## config.mk

```make
export PLATFORM = sky130hd
export DESIGN_NAME = instr_issue
export DESIGN_NICKNAME = d
export VERILOG_FILES = /design/src/rtl/nucore_pkg.sv /design/src/rtl/instr_fifo.sv /design/src/rtl/instr_issue.sv
export SDC_FILE = /design/constraint.sdc
export NUM_CORES = 1
export LEC_CHECK = 0
export ABC_AREA = 1
export CORE_MARGIN = 2
export CORE_UTILIZATION = 52
export DETAILED_ROUTE_END_ITERATION = 12
export GPL_TIMING_DRIVEN = 0
export PLACE_DENSITY = 0.75
export SKIP_CTS_REPAIR_TIMING = 1
export SYNTH_ARGS = -nofsm -noshare
export SYNTH_HDL_FRONTEND = slang
export SYNTH_SLANG_ARGS = --single-unit
```

## constraint.sdc

```tcl
create_clock -name Clk -period 3.25 [get_ports Clk]
set_input_delay 0.325 -clock Clk [delete_from_list [all_inputs] [get_ports Clk]]
set_output_delay 0.325 -clock Clk [all_outputs]
set_load 0.1 [all_outputs]
```

## src/rtl/nucore_pkg.sv

```systemverilog
// Shared Nucore definitions: instruction word layout, opcodes, issue states.
package nucore_pkg;

    localparam int INSTR_W = 39;
    localparam int OPC_W   = 3;
    localparam int OPND_W  = 36;

    localparam logic [OPC_W-1:0] OPC_NOP = 3'b000;
    localparam logic [OPC_W-1:0] OPC_WRA = 3'b001;
    localparam logic [OPC_W-1:0] OPC_WRB = 3'b010;

    // All-zero word: opcode NOP, so the decoder performs no register write.
    localparam logic [INSTR_W-1:0] NOP_WORD = '0;

    typedef enum logic [1:0] {
        IDLE = 2'd0,
        RUN  = 2'd1,
        STEP = 2'd2
    } issue_state_t;

    // Opcode occupies the top bits, operand the rest.
    function automatic logic [INSTR_W-1:0] pack_instr(
        input logic [OPC_W-1:0]  opcode,
        input logic [OPND_W-1:0] operand
    );
        return {opcode, operand};
    endfunction

endpackage

```

## src/rtl/instr_fifo.sv

```systemverilog
// Synchronous instruction FIFO. Head word is read combinationally from the
// registered read pointer; flags are decoded from the registered level.
module instr_fifo
    import nucore_pkg::*;
#(
    parameter int DEPTH = 8,
    parameter int LVL_W = $clog2(DEPTH) + 1
) (
    input  logic               clk,
    input  logic               rst,
    input  logic               push,
    input  logic [INSTR_W-1:0] push_data,
    input  logic               pop,
    output logic [INSTR_W-1:0] head,
    output logic [LVL_W-1:0]   level,
    output logic               full,
    output logic               empty
);

    localparam int PTR_W = $clog2(DEPTH);

    logic [INSTR_W-1:0] mem [DEPTH];
    logic [PTR_W-1:0]   wr_ptr;
    logic [PTR_W-1:0]   rd_ptr;
    logic               push_ok;
    logic               pop_ok;

    // Requests are qualified here as well so the FIFO can never over/underflow.
    assign push_ok = push && !full;
    assign pop_ok  = pop && !empty;

    assign full  = (level == LVL_W'(DEPTH));
    assign empty = (level == '0);
    assign head  = mem[rd_ptr];

    // Storage array: written at the tail, no reset needed.
    always_ff @(posedge clk) begin
        if (push_ok)
            mem[wr_ptr] <= push_data;
    end

    // Pointer and occupancy tracking; pointers wrap naturally (power-of-two depth).
    always_ff @(posedge clk) begin
        if (rst) begin
            wr_ptr <= '0;
            rd_ptr <= '0;
            level  <= '0;
        end else begin
            if (push_ok)
                wr_ptr <= wr_ptr + PTR_W'(1);
            if (pop_ok)
                rd_ptr <= rd_ptr + PTR_W'(1);
            case ({push_ok, pop_ok})
                2'b10:   level <= level + LVL_W'(1);
                2'b01:   level <= level - LVL_W'(1);
                default: level <= level;
            endcase
        end
    end

endmodule

```

## src/rtl/instr_issue.sv

```systemverilog
// Instruction issue unit: packs host writes into instruction words, buffers
// them, and issues one per cycle under an IDLE/RUN/STEP control machine.
// The bus falls back to NOP whenever nothing is popped, so a stall never
// replays a word to the decoder.
module instr_issue
    import nucore_pkg::*;
#(
    parameter int DEPTH = 8,
    parameter int CNT_W = 16
) (
    input  logic                   Clk,
    input  logic                   Rst,
    input  logic                   WrValid,
    output logic                   WrReady,
    input  logic [OPC_W-1:0]       WrOpcode,
    input  logic [OPND_W-1:0]      WrOperand,
    input  logic                   Run,
    input  logic                   Step,
    input  logic                   Stop,
    input  logic                   Hold,
    output logic [INSTR_W-1:0]     Instruction,
    output logic                   InstrValid,
    output logic                   Empty,
    output logic                   Full,
    output logic [$clog2(DEPTH):0] Level,
    output logic [CNT_W-1:0]       IssueCount
);

    issue_state_t       state;
    issue_state_t       state_next;
    logic [INSTR_W-1:0] head;
    logic               push;
    logic               pop;

    assign WrReady = !Full;
    assign push    = WrValid && WrReady;

    // Pop decision uses the registered state only; commands land next cycle.
    assign pop = (state == RUN || state == STEP) && !Empty && !Hold;

    instr_fifo #(
        .DEPTH (DEPTH)
    ) u_fifo (
        .clk       (Clk),
        .rst       (Rst),
        .push      (push),
        .push_data (pack_instr(WrOpcode, WrOperand)),
        .pop       (pop),
        .head      (head),
        .level     (Level),
        .full      (Full),
        .empty     (Empty)
    );

    // Control state register.
    always_ff @(posedge Clk) begin
        if (Rst)
            state <= IDLE;
        else
            state <= state_next;
    end

    // Next state: a completed single step falls back to IDLE, then the host
    // commands override with priority Stop > Step > Run.
    always_comb begin
        state_next = state;
        if (state == STEP && pop)
            state_next = IDLE;
        if (Stop)
            state_next = IDLE;
        else if (Step)
            state_next = STEP;
        else if (Run)
            state_next = RUN;
    end

    // Output register and issue counter: real word on a pop, NOP otherwise.
    always_ff @(posedge Clk) begin
        if (Rst) begin
            Instruction <= NOP_WORD;
            InstrValid  <= 1'b0;
            IssueCount  <= '0;
        end else begin
            InstrValid <= pop;
            if (pop) begin
                Instruction <= head;
                IssueCount  <= IssueCount + CNT_W'(1);
            end else begin
                Instruction <= NOP_WORD;
            end
        end
    end

endmodule

```

==> qor.csv <==
metric,value,unit
htreeDepth,2,
layout.cells.non_filler,1830,
cp-start-kind,flop,
postRouteAntennaNets,0,
holdCritPathClass,input port to flop,
ys_seq_area_frac,0.732,
remaining_drc_errors,0,
ys_types,25,
fin_crit_sh,0.828,
skew,8.52,ps
ios,109,
peakVddDrop,0.386,mV
cp_max_fo,4,
clk-insertion-delay-late,520,ps
routed_wl,33900,um
cts_max_path_buffers,3,
worstSetupPathType,flop to primary output,
slowest_delay,1130,ps
fin_nets,1476,
ys_ff_latch,380,
synthAdderAreaFrac,0.00734,
cp_num_buf_inv,2,
status,finished clean,
fmax,0.372,GHz
numPortBuffers,108,
cts_made_buffers,38,
drive_gt1_frac,0.0875,
ys_warn_count,0,
cp-end-kind,primary output,
power,10.7,mW
clk_pin_slew,60,ps
grt_start_max_net_pins,40,
rsz0062_at_grt,no,
die_area,0.0296,mm2
grt_remaining_overflow,0,
synthSimpleGateAreaFrac,0.147,
rows,61,
synth_top_family_by_area,simple AND/OR/NAND/NOR gates,
root_buffer,clkbuf_16,
gp_congestion,0.778,
syn_nets,1323,
grt_pass1_vias,9428,
initialDrtViolationCount,908,
arrival,2370,ps
critPathTopFamily,buffers and inverters,
setup_violations,0,
track_usage,0.229,
fillers,2046,
avgSynthCellArea,11.6,um2
p_leak,6.17,nW
slew_headroom,0.0744,
final.min_clock_period,2690,ps
start_util,0.528,
die_h,172,um
hold_viol,0,
antenna_found_initial,0,
clock-sinks,380,
cp_cell_sequence,nor2_1 -> nand3_2 -> inv_1 -> clkdlybuf4s50_1,
dp.cells,1755,
die_width,172,um
post_drt_wl_per_cell,18.5,um
worst_pin_slew,1390,ps
synthMuxAreaShare,0,
synth-compound-area-share,0.0778,
slew_violations,0,
grt_pass1_wl,51100,um
core-area,0.0278,mm2
netlist_area,0.0147,mm2
num_vias,9855,
crit_required,2920,ps
synthesis.instances,1269,
power.density,604,mW/mm2
area_growth,20.7,%
vias_per_cell,5.39,
maxCapViolCount,0,
firstDrtPassIters,5,
worst_path_max_delay_cell,clkdlybuf4s50_1,
dpl.hpwl,20100,um
synth_xor_area_frac,0.00119,
cts_tree,built,
tns,0,ps
## placed cells by master (no fill, tap or decap)
cell type,instances
buf_2,19
nor2_4,10
or2_2,2
o21ai_0,148
buf_8,1
inv_2,3
clkbuf_1,24
dfxtp_2,4
clkinv_4,2
nand2_1,169
o21ai_1,32
buf_12,5
buf_6,8
clkbuf_16,40
nand4_1,1
edfxtp_1,312
o211ai_1,1
clkinv_2,13
diode_2,1
nand3_1,52
inv_6,2
buf_1,6
inv_1,32
clkinv_1,3
a21oi_1,45
xor2_1,1
a21boi_0,1
nand3_2,1
clkbuf_8,2
fa_1,1
ha_1,7
bufinv_16,5
nor2_1,316
buf_4,9
xnor2_1,1
dfxtp_1,64
clkinvlp_4,1
clkdlybuf4s50_1,108
## cell families (layout without fill, tap and decap cells)
logic type               after synthesis  after routing
AND/OR/NAND/NOR                      551            551
adder cells (fa/ha/maj)                8              8
other                                  0              1
flip-flops                           380            380
buffers and inverters                101            283
AO/OA/AOI/OAI                        227            227
XOR/XNOR                               2              2
## area by class of cell
cell class                      count  area (um2)  area share
Antenna cell                        1        2.50    0.000141
Clock inverter                     26         269      0.0152
Inverter                           35         131     0.00743
Timing Repair Buffer              113        1180      0.0668
Buffer                             66         377      0.0213
Clock buffer                       43        1030      0.0584
Multi-Input combinational cell    788        3490       0.197
Tap cell                          378         473      0.0267
Sequential cell                   380       10700       0.607
## stage by stage
stage                     hold WS, ps  instance area, um2  worst slack (ps)  utilization
after floorplan                   387               14700               337            -
after global placement            470               16300               366        0.586
after detailed placement          475               16300               360        0.586
after CTS                         400               17600               537        0.633
after global routing              412               17700               493        0.637
final                             401               17700               560        0.637
## worst min-delay path, delay by kind of cell
| family | cells | cell delay, ps |
|---|---|---|
| buffers and inverters | 2 | 460 |
| AO/OA/AOI/OAI | 1 | 80 |
## registers in the layout, summed over array words and instances (netlist names)
name           flops
u_fifo.wr_ptr      3
Instruction       39
u_fifo.mem       312
state              2
u_fifo.level       4
u_fifo.rd_ptr      3
InstrValid         1
IssueCount        16
## power by group
group | total, mW | internal [mW] | switching, mW
clock | 4.50 | 2.69 | 1.81
combinational | 0.767 | 0.226 | 0.541
sequential | 5.42 | 5.38 | 0.0345
## layer usage
metal | GRT usage | wire length [um]
met5 | 0 | 0
met4 | 0.0745 | 694
met1 | 0.303 | 13700
met2 | 0.391 | 16800
met3 | 0.0364 | 2620
## path summary, 6_finish.rpt
kind                   startpoint           endpoint  slack [ps]  cells past startpoint
setup / recovery  u_fifo.level[0]               Full         560                      4
hold / removal               Step           state[1]         400                      3
setup reg to reg  u_fifo.level[1]  u_fifo.mem[2][31]         640                      5
hold reg to reg          state[0]           state[0]         490                      2
## Yosys cell counts
| cell type | n | share of area |
|---|---|---|
| clkbuf_1 | 23 | 0.0059 |
| inv_2 | 3 | 0.00077 |
| nand4_1 | 1 | 0.00043 |
| nand2_1 | 169 | 0.043 |
| nand3_1 | 53 | 0.018 |
| buf_6 | 8 | 0.0061 |
| xnor2_1 | 1 | 0.00060 |
| fa_1 | 1 | 0.0014 |
| buf_2 | 19 | 0.0065 |
| ha_1 | 7 | 0.0060 |
| o21ai_1 | 32 | 0.011 |
| a21boi_0 | 1 | 0.00051 |
| nor2_4 | 2 | 0.0015 |
| inv_1 | 32 | 0.0082 |
| or2_2 | 2 | 0.00085 |
| buf_1 | 6 | 0.0015 |
| edfxtp_1 | 312 | 0.64 |
| nor2_1 | 324 | 0.083 |
| a21oi_1 | 45 | 0.015 |
| xor2_1 | 1 | 0.00060 |
| buf_4 | 9 | 0.0046 |
| buf_8 | 1 | 0.0010 |
| o21ai_0 | 148 | 0.051 |
| dfxtp_1 | 68 | 0.093 |
| o211ai_1 | 1 | 0.00051 |
(Power assumes the default switching activity.)
